**config.mk**
```make
export PLATFORM = sky130hd
export DESIGN_NAME = alu_mult_seq
export DESIGN_NICKNAME = d
export VERILOG_FILES = /design/src/rtl/alu_pkg.sv /design/src/rtl/alu_mult_seq.sv
export SDC_FILE = /design/constraint.sdc
export NUM_CORES = 1
export LEC_CHECK = 0
export CAP_MARGIN = 20
export CORE_ASPECT_RATIO = 1.4
export CORE_MARGIN = 3
export CORE_UTILIZATION = 40
export DETAILED_ROUTE_END_ITERATION = 7
export SLEW_MARGIN = 10
export SYNTH_ARGS = -nofsm -noshare
export SYNTH_HDL_FRONTEND = slang
export SYNTH_SLANG_ARGS = --single-unit
```
**constraint.sdc**
```tcl
create_clock -name clk -period 4 [get_ports clk]
set_input_delay 0.8 -clock clk [delete_from_list [all_inputs] [get_ports clk]]
set_output_delay 0.8 -clock clk [all_outputs]
set_load 0.03 [all_outputs]
```
**src/rtl/alu_pkg.sv**
```systemverilog
// Shared ALU definitions: datapath width and the multiplier state encoding.
package alu_pkg;

    localparam int ALU_WIDTH = 16;

    typedef enum logic [1:0] {
        IDLE = 2'd0,
        RUN  = 2'd1,
        DONE = 2'd2
    } mult_state_t;

endpackage

```
**src/rtl/alu_mult_seq.sv**
```systemverilog
// Sequential shift-add multiply-accumulate: {prod_hi, prod_lo} = op_a * op_b + acc,
// one multiplier bit per cycle, start/busy/done handshake, unsigned.
module alu_mult_seq
    import alu_pkg::*;
#(
    parameter int WIDTH = ALU_WIDTH
) (
    input  logic             clk,
    input  logic             reset,
    input  logic             start,
    input  logic [WIDTH-1:0] op_a,
    input  logic [WIDTH-1:0] op_b,
    input  logic [WIDTH-1:0] acc,
    output logic             busy,
    output logic             done,
    output logic [WIDTH-1:0] prod_lo,
    output logic [WIDTH-1:0] prod_hi,
    output logic             carry,
    output logic             zero
);

    localparam int CW = $clog2(WIDTH) + 1;

    mult_state_t      r_state;
    logic [WIDTH-1:0] r_a;
    logic [WIDTH-1:0] r_hi;
    logic [WIDTH-1:0] r_lo;
    logic [CW-1:0]    r_count;

    logic             w_accept;
    logic             w_last;
    logic [WIDTH:0]   w_sum;
    logic [2*WIDTH-1:0] w_prod;

    assign w_accept = start && (r_state == IDLE || r_state == DONE);
    assign w_last   = (r_count == CW'(WIDTH - 1));

    // The sum's carry bit lands in the MSB of the shifted pair, so nothing is lost.
    assign w_sum  = {1'b0, r_hi} + (r_lo[0] ? {1'b0, r_a} : {(WIDTH+1){1'b0}});
    assign w_prod = {w_sum, r_lo[WIDTH-1:1]};

    // NOTE: every register here is sequential state, so only non-blocking assignments
    // are used; a blocking write would let later statements see the new value this edge.
    always_ff @(posedge clk or posedge reset) begin
        if (reset) begin
            r_state <= IDLE;
            r_a     <= '0;
            r_hi    <= '0;
            r_lo    <= '0;
            r_count <= '0;
            busy    <= 1'b0;
            done    <= 1'b0;
            prod_lo <= '0;
            prod_hi <= '0;
            carry   <= 1'b0;
            zero    <= 1'b0;
        end else begin
            done <= 1'b0;
            unique case (r_state)
                IDLE, DONE: begin
                    if (w_accept) begin
                        r_a     <= op_a;
                        r_hi    <= acc;
                        r_lo    <= op_b;
                        r_count <= '0;
                        busy    <= 1'b1;
                        r_state <= RUN;
                    end else begin
                        r_state <= IDLE;
                    end
                end
                RUN: begin
                    r_hi    <= w_prod[2*WIDTH-1:WIDTH];
                    r_lo    <= w_prod[WIDTH-1:0];
                    r_count <= r_count + CW'(1);
                    if (w_last) begin
                        busy    <= 1'b0;
                        done    <= 1'b1;
                        prod_hi <= w_prod[2*WIDTH-1:WIDTH];
                        prod_lo <= w_prod[WIDTH-1:0];
                        carry   <= (w_prod[2*WIDTH-1:WIDTH] != '0);
                        zero    <= (w_prod == '0);
                        r_state <= DONE;
                    end
                end
                default: r_state <= IDLE;
            endcase
        end
    end

endmodule

```
Yosys cells after proc, flatten, opt, wreduce, memory -nomap -nowiden
Index checks and enable logic that the tools add are counted.
- $add $sub $neg: 2
- multiply operators: 0
- divide/modulo/power cells: 0
- magnitude comparators: 0
- equality and inequality tests: 5
- shift operators: 0
- mux-type cells: 15
- bitwise gates (word level): 0
- reductions and logical operators: 11
- operators with widths (kind ; count):
    case mux 16 bit (2 select lines) ; 2
    2-to-1 mux 16 bit ; 3
    zero test 32 bit ; 1
    adder 16 x 16 -> 17 bit ; 1
    nonzero test 16 bit ; 1
    case mux 5 bit (2 select lines) ; 1
    AND reduction 2 bit ; 3
    adder 5 x 1 -> 5 bit, second input constant ; 1
    == test 5 x 4 -> 1 bit, second input constant ; 1
    2-to-1 mux 1 bit ; 5
    2-to-1 mux 5 bit ; 1
    != test 2 bit, second input constant ; 2
    case mux 2 bit (2 select lines) ; 1
    AND reduction 3 bit ; 1
    == test 2 x 1 -> 1 bit, second input constant ; 1
    == test 2 bit, second input constant ; 1
    zero test 2 bit ; 1
    2-to-1 mux 2 bit ; 1
    case mux 1 bit (2 select lines) ; 1
    nonzero test 2 bit ; 1
    OR reduction 2 bit ; 1
    logical AND 1 bit ; 1
    logical OR 1 bit ; 1
- bits in registers: 91
- latch bits: 0
- RAM bits: 0
- bits in read-only memories: 0
- bits of input ports: 51
- output and inout port bits: 36
- logic and storage cells: 44
- memories kept: 0

Depth between registers and ports, before layout
Gate-level depths: netlist of the first run.
- word-level depth: 5
- gate-level depth with buffers: 11
- mapped depth without buffers: 10

Least setup slack after synthesis of the first run
No wires, ideal clock.
- path kind: register to register
- start point: register r_lo[0]
- end point: register carry
- library setup time: 0.121 ns
- data arrival time: 2.729 ns
- required time: 3.879 ns
- path slack: 1.150 ns
- cell stages (with the launch flop): 12
- buffers on the path: 1
- period minus slack after synthesis: 2.850 ns
- cell sequence: dfrtp_1 -> clkbuf_1 -> and2_1 -> ha_1 -> fa_1 -> a211oi_2 -> o21a_1 -> a211oi_2 -> or2_0 -> a221oi_2 -> nand4_1 -> o22a_1
- cells in the longest elaborated chain, start to end: 3
- ends and longest elaborated chain (element ; RTL line ; text):
    start, declared ; alu_mult_seq.sv:27 ; logic [WIDTH-1:0] r_lo;
    start signal, assigned ; alu_mult_seq.sv:64 ; r_lo <= op_b;
    start signal, assigned ; alu_mult_seq.sv:74 ; r_lo <= w_prod[WIDTH-1:0];
    2-to-1 mux 16 bit ; alu_mult_seq.sv:39 ; assign w_sum = {1'b0, r_hi} + (r_lo[0] ? {1'b0, r_a} : {(WIDTH+1){1'b0}});
    adder 16 x 16 -> 17 bit ; alu_mult_seq.sv:39 ;
    nonzero test 16 bit ; alu_mult_seq.sv:81 ; carry <= (w_prod[2*WIDTH-1:WIDTH] != '0);
    end signal, assigned ; alu_mult_seq.sv:81 ;
    end, declared ; alu_mult_seq.sv:18 ; output logic carry,
Every way passes these cells.
A chain may end at the register's enable or synchronous reset.

Worst setup path in the final report of the first run
- start point: register r_lo[0]
- end point: register zero
- cells in the longest elaborated chain, start to end: 3
- ends and longest elaborated chain (element ; RTL line ; text):
    2-to-1 mux 16 bit ; alu_mult_seq.sv:39 ;
    adder 16 x 16 -> 17 bit ; alu_mult_seq.sv:39 ;
    zero test 32 bit ; alu_mult_seq.sv:82 ; zero <= (w_prod == '0);
    end signal, assigned ; alu_mult_seq.sv:82 ;
    end, declared ; alu_mult_seq.sv:19 ; output logic zero
Every way passes these cells.

==> impl_metrics.py, run 1 <==
metrics = {
    "place": {
        "gp_congestion": 0.8730,
        "dp.final_hpwl_mm": 8.312,
        "io_buffers": 86,
    },
    "synthesis": {
        "yosys-top-cells-count": "115 x nand2_1, 91 x dfrtp_1, 38 x o21ai_0",
        "synth_async_sr_flop_share_pct": 100.0,
        "ys_seq_area_share_pct": 49.97,
        "synthSimpleGateAreaFrac_pct": 17.93,
        "syn-instance-count": 466,
        "avgSynthCellArea_sq_um": 9.779,
        "synth_edf_count": 0,
        "yosysWarnings": 0,
        "synth_seq_cells": 91,
        "synth_compound_area_share_pct": 17.82,
        "synth_top_area_share_pct": 49.97,
        "synthMuxAreaShare_pct": 4.448,
        "synth_top_cell_by_area": "dfrtp_1",
        "synth_area_sq_um": 4557,
        "synth_top_family_by_area": "simple AND/OR/NAND/NOR gates",
        "synth.most_common_cell": "nand2_1",
        "synthFlopType": "dfrtp_1",
        "synth-adder-area-share_pct": 5.382,
        "synthDistinctLibCells": 55,
        "synthTopCellsByArea": "dfrtp_1 50%, nand2_1 9.5%, a22oi_1 5.3%",
        "syn-num-nets": 536,
        "synth_xor_area_share_pct": 1.730,
    },
    "sta": {
        "clock-skew-final_ps": 4.536,
        "fmax_mhz": 302.5,
        "period_needed_ps": 3305,
        "hold_viol_final": 0,
        "holdWs_ps": 469.4,
        "setup_violations": 0,
        "slew_violations": 0,
        "post-route-period-util_pct": 82.63,
        "grt_setup_unrepaired": "false",
        "fin_tns_setup_ps": 0,
        "slew_headroom_pct": 41.99,
        "worst_pin_slew_ps": 870.1,
    },
    "critical_path": {
        "crit_path_max_incr_delay_ps": 560,
        "cpMaxStageDelayCell": "dfrtp_1",
        "cp_cell_sequence": "and2_1 -> ha_1 -> fa_1 -> a211oi_2 -> o21ai_1 -> xnor2_1 -> o2111ai_1 -> nor4bb_1 -> nand4_1 -> o31ai_2",
        "crit_path_end_kind": "flop",
        "cp-start-kind": "flop",
        "critical_path_required_ps": 4260,
        "critPathBufInv": 0,
        "r2r_cells": 10,
        "r2r-end": "zero$_DFFE_PP0P_",
        "crit_family": "compound AO/OA/AOI/OAI gates",
        "arrival_ps": 3560,
        "cp_max_fo": 17,
        "rrSetupSlack_ps": 690,
        "worstSetupPathType": "flop to flop",
        "r2r-start": "r_lo[0]$_DFFE_PP0P_",
    },
    "global_route": {
        "antenna_found_initial": 0,
        "grt_max_degree": 53,
        "gr-total-overflow": 0,
        "grtUsageTotal_pct": 18.94,
        "grt_pass1_wl_mm": 18.77,
        "grt_pass1_vias": 3803,
    },
    "finish": {
        "antennaDiodeCount": 0,
        "area_growth_syn_to_layout_pct": 30.31,
        "drive_above_1_share_pct": 9.818,
        "fin_nets": 615,
        "fin_util_pct": 54.09,
    },
    "clock_tree": {
        "cts_resized": 0,
        "cts_buffer_depth": 2,
        "cts.sinks": 91,
        "holdBufCountCts": 0,
        "clock_latency_ps": 340,
        "cts_buffers": 9,
        "cts.repair_timing.setup_buffer_count": 0,
        "htreeDepth": 3,
        "cts_tree": "done",
        "clkTransAtPathRegs_ps": 70,
        "cts.root.buffer_cell": "clkbuf_16",
    },
    "flow_run": {
        "maxCapViolCount": 0,
    },
    "die": {
        "num_rows": 45,
        "die_area_sq_um": 12730,
        "io_pins": 87,
        "initial_core_util_pct": 41.50,
        "coreArea_sq_um": 10980,
        "die_w_um": 96.21,
        "dieHeight_um": 132.3,
    },
    "drt": {
        "drc_errors": 0,
        "drtPass1Iterations": 5,
        "num_vias": 3734,
        "drt_iter0_markers": 139,
        "post_drt_wl_per_cell_um": 16.69,
        "viasPerCell": 5.404,
        "wirelength_mm": 11.53,
        "ant_nets": 0,
    },
    "min_path": {
        "holdPathStages": 2,
        "min_from": "r_a[13]$_DFFE_PP0P_",
        "whs_endpoint": "r_a[13]$_DFFE_PP0P_",
        "min_path_type": "flop to flop",
    },
    "pwr": {
        "peakVddDrop_uv": 357.7,
        "powerDensity_nw_per_um2": 898.9,
        "p_leak_nw": 2.628,
    },
    "run_status": {
        "status": "complete, no violations",
    },
}
## logic make-up (layout without fill, tap and decap cells)
group	Yosys count	after routing
buffers and inverters	31	115
muxes	18	18
adders and majority gates	19	19
xor gates and xnor gates	9	9
DFF	91	91
and+or+nand+nor	178	178
AOI/OAI and AO/OA	120	120
## cell usage in the layout (no fill, tap or decap), types with 3 or more instances in the layout
cell | Yosys | layout
inv_1 | 7 | 6
o21ai_1 | 4 | 4
ha_1 | 18 | 18
o21ai_0 | 38 | 38
nand2_1 | 115 | 115
a211oi_2 | 3 | 3
buf_4 | 1 | 5
a21oi_1 | 14 | 14
a211oi_1 | 3 | 3
nor4_1 | 5 | 5
xor2_1 | 4 | 4
a21o_1 | 4 | 4
a22oi_1 | 32 | 32
nand2b_1 | 4 | 4
nor2_1 | 7 | 6
mux2_2 | 17 | 17
clkbuf_16 | 0 | 9
nor3_1 | 4 | 4
bufinv_16 | 0 | 4
dfrtp_1 | 91 | 91
and2_1 | 17 | 17
xnor2_1 | 5 | 5
clkdlybuf4s50_1 | 0 | 86
o21a_1 | 3 | 3
nand3_1 | 3 | 3
and3_1 | 3 | 3
nand4_1 | 7 | 7
## power breakdown
group	internal (mW)	total [mW]	leakage [nW]	switching, mW
Sequential	1.36	1.67	1.11	0.310
Combinational	1.08	2.62	1.35	1.54
Clock	0.678	1.05	0.177	0.372
## area by class of cell
class	instances	area, sq um
Inverter	7	27.53
Clock inverter	7	145.1
Sequential cell	91	2277
Multi-Input combinational cell	344	2168
Tap cell	141	176.4
Timing Repair Buffer	92	918.4
Clock buffer	9	225.2
Fill cell	1041	5041
## worst reg2reg max path, delay by kind of cell (launching register included)
family,cells,cell delay (ps)
xor gates and xnor gates,1,250
DFF,1,560
and+or+nand+nor,3,790
adders and majority gates,2,680
AOI/OAI and AO/OA,4,940
## per-stage QoR
step	area, sq um	std cells	total power [mW]	setup slack [ps]
2_1_floorplan	4557	466	3.433	836.4
3_3_place_gp	5568	675	4.254	834.0
3_5_place_dp	5568	675	4.316	748.4
4_1_cts	5938	691	5.378	719.4
5_1_grt	5938	691	5.726	461.7
6_report	5938	691	5.338	694.7
## registers in the layout, summed over array words and instances, names as in the netlist
name	cells
zero	1
r_lo	16
r_hi	16
busy	1
r_a	16
carry	1
done	1
prod_hi	16
r_count	5
r_state	2
prod_lo	16
## how the worst max path moves through the flow
| stage | slack [ps] | depth (start not counted) | from | endpoint |
|---|---|---|---|---|
| 2_1_floorplan | 840 | 1 | reset | busy$_DFFE_PP0P_ |
| 4_1_cts | 720 | 10 | r_lo[0]$_DFFE_PP0P_ | zero$_DFFE_PP0P_ |
| 3_5_place_dp | 750 | 10 | r_lo[0]$_DFFE_PP0P_ | zero$_DFFE_PP0P_ |
| 3_3_place_gp | 830 | 10 | r_lo[0]$_DFFE_PP0P_ | carry$_DFFE_PP0P_ |
| 5_1_grt | 460 | 10 | r_lo[0]$_DFFE_PP0P_ | zero$_DFFE_PP0P_ |
| 6_report | 690 | 10 | r_lo[0]$_DFFE_PP0P_ | zero$_DFFE_PP0P_ |
## routing by layer
metal	global-route usage [%]	share of wire (%)	up-vias
met3	3.598	4.6	12
met4	6.329	1.7	0
met2	32.23	52	92
li1	-	-	1809
met1	23.64	42	1821
met5	0	0	-
(Power assumes the default switching activity.)
==> run 2, diff against run 1 <==
--- a/config.mk
+++ b/config.mk
@@ -10,6 +10,7 @@
 export CORE_MARGIN = 3
 export CORE_UTILIZATION = 40
 export DETAILED_ROUTE_END_ITERATION = 7
+export PLACE_DENSITY = 0.67
 export SLEW_MARGIN = 10
 export SYNTH_ARGS = -nofsm -noshare
 export SYNTH_HDL_FRONTEND = slang
==> constraint.sdc (replaced) <==
create_clock -name clk -period 2.92 [get_ports clk]
set_input_delay 0.584 -clock clk [delete_from_list [all_inputs] [get_ports clk]]
set_output_delay 0.584 -clock clk [all_outputs]
set_load 0.03 [all_outputs]
==> run 2 against run 1 <==
Against the previous run:
- cell area grew 2.9%
- critical path depth is the same
- clock power grew 21%
- sequential power is 36% higher
- critical endpoint is now carry$_DFFE_PP0P_
- largest cell class is now multi-input combinational cells
- utilization is 1.6 points higher
- setup slack worse by 610 ps
- sequential cell count unchanged
- via count up 3.1%
- first-iteration DRC count up 9.4%
- die area unchanged
==> impl_metrics.py, run 2 (synthesis gave the netlist of run 1 again) <==
metrics = {
    "run_status": {
        "status": "complete, no violations",
    },
    "critical_path": {
        "cp_max_fo": 4,
        "critical_path_required_ps": 3150,
        "cp_cell_sequence": "buf_4 -> and2_1 -> fa_2 -> a211oi_4 -> o21ai_2 -> xnor2_1 -> o2111ai_1 -> nor4bb_2 -> nand4_1 -> o22a_1",
        "cp-start-kind": "flop",
        "arrival_ps": 3060,
        "critPathBufInv": 1,
        "crit_family": "compound AO/OA/AOI/OAI gates",
        "cpMaxStageDelayCell": "fa_2",
        "crit_path_end_kind": "flop",
        "worstSetupPathType": "flop to flop",
        "crit_path_max_incr_delay_ps": 410,
    },
    "pwr": {
        "p_leak_nw": 2.690,
        "switching_share_pct": 42.33,
        "switchingPower_mw": 3.217,
        "internal_power_mw": 4.383,
        "powerDensity_nw_per_um2": 1244,
        "pwr-share-clk_pct": 16.8,
        "peakVddDrop_uv": 593.5,
        "comb_power_share_pct": 53.4,
        "seqPwrFrac_pct": 29.9,
        "power_mw": 7.600,
    },
    "clock_tree": {
        "cts.root.buffer_cell": "clkbuf_16",
        "htreeDepth": 3,
        "holdBufCountCts": 0,
        "cts_buffer_depth": 2,
        "clkTransAtPathRegs_ps": 60,
        "cts.sinks": 91,
        "clock_latency_ps": 340,
        "cts_buffers": 9,
        "cts_tree": "done",
    },
    "finish": {
        "fin_util_pct": 55.65,
        "layout_commonest_cell": "nand2_1",
        "nFillCells": 991,
        "area_growth_syn_to_layout_pct": 34.07,
        "final_cell_mix": "115 x nand2_1, 91 x dfrtp_1, 86 x clkdlybuf4s50_1",
        "fin_nets": 626,
        "drive_above_1_share_pct": 14.80,
        "antennaDiodeCount": 0,
        "final_cells": 702,
    },
    "global_route": {
        "grtUsageTotal_pct": 19.72,
        "grt_pass1_vias": 4030,
        "grt_pass1_wl_mm": 19.59,
        "antenna_found_initial": 0,
        "gr-total-overflow": 0,
        "grt_max_degree": 49,
    },
    "sta": {
        "hold_viol_final": 0,
        "final.setup.worst_slack_ps": 88.47,
        "clock-skew-final_ps": 5.754,
        "slew_violations": 0,
        "setup_violations": 0,
        "worst_pin_slew_ps": 833.0,
        "fmax_mhz": 353.2,
        "slew_headroom_pct": 44.47,
        "post-route-period-util_pct": 96.97,
        "period_needed_ps": 2832,
    },
    "place": {
        "dp_cells": 682,
        "io_buffers": 86,
        "gp_congestion": 0.8610,
        "dp.final_hpwl_mm": 8.569,
        "place_ws_ps": -41.41,
    },
    "min_path": {
        "min_path_type": "flop to flop",
    },
    "drt": {
        "drc_errors": 0,
        "ant_nets": 0,
        "drt_iter0_markers": 152,
        "wirelength_mm": 12.21,
        "viasPerCell": 5.481,
        "drtPass1Iterations": 4,
        "post_drt_wl_per_cell_um": 17.39,
        "num_vias": 3848,
    },
    "die": {
        "die_w_um": 96.21,
        "dieHeight_um": 132.3,
        "io_pins": 87,
        "coreArea_sq_um": 10980,
        "initial_core_util_pct": 41.50,
        "die_area_sq_um": 12730,
        "num_rows": 45,
    },
    "flow_run": {
        "maxCapViolCount": 0,
    },
}
## run 2: changes by cell type in the layout (fill, tap and decap cells not counted), sizes merged
cell / previous run / this run
bufinv: 4 / 2
clkbuf: 9 / 12
buf: 6 / 17
clkinvlp: 1 / 2
inv: 8 / 6
## run 2: worst paths after layout
check	start	depth (start not counted)	to	slack [ps]
worst max register to register	r_lo[0]$_DFFE_PP0P_	10	carry$_DFFE_PP0P_	90
worst min register to register	r_a[15]$_DFFE_PP0P_	2	r_a[15]$_DFFE_PP0P_	480
worst min-delay path	r_a[15]$_DFFE_PP0P_	2	r_a[15]$_DFFE_PP0P_	480
min in group asynchronous	reset	2	prod_lo[9]$_DFFE_PP0P_	690
max in group asynchronous	reset	3	prod_hi[14]$_DFFE_PP0P_	1650
worst max-delay path	r_lo[0]$_DFFE_PP0P_	10	carry$_DFFE_PP0P_	90
## run 2: what timing repair did
| item | in CTS | in global routing |
|---|---|---|
| endpoints found under the setup margin | 2 | 2 |
| setup buffers | 2 | 2 |
| hold endpoints to repair | 0 | 0 |
| pin swaps | 6 | 11 |
| gates cloned | 0 | 0 |
| gates resized for setup | 2 | 24 |
## run 2: power by group through the flow
stage                     Clock (mW)  Sequential, mW  Combinational, mW
after global placement             0            2.28               3.64
after global routing            1.35            2.35               4.46
after floorplan                    0            2.62               2.09
after detailed placement           0            2.30               3.73
after CTS                       1.29            2.27               3.80
final                           1.27            2.27               4.05
## run 2: routing by layer
metal / vias to the layer above / share of wire [%] / global-route usage (%)
li1: 1834 / - / -
met1: 1892 / 39 / 22.46
met2: 101 / 54 / 34.77
met3: 21 / 4.8 / 4.512
met4: 0 / 2.3 / 7.674
met5: - / 0 / 0
## run 2: through the flow
step | cell area [sq um] | hold WS, ps | TNS [ps]
finish | 6110 | 477.2 | 0
global route | 6110 | 505.8 | -100.4
CTS | 5987 | 480.3 | 0
detailed placement | 5633 | 465.1 | -55.30
global placement | 5633 | 455.9 | 0
floorplan | 4561 | 438.0 | 0
## run 2: worst min-delay path, cell delays in order (launching register included)
cell and delay (ps):
dfrtp_1 340, nand2_1 50, nand2_1 60
## run 2: area by class of cell
cell class                      instances  area [sq um]  area share (%)
Clock buffer                           12         256.5           4.198
Clock inverter                          4         72.57           1.188
Inverter                                7         30.03          0.4915
Multi-Input combinational cell        344          2283           37.37
Sequential cell                        91          2277           37.27
Tap cell                              141         176.4           2.888
Timing Repair Buffer                  103          1013           16.59
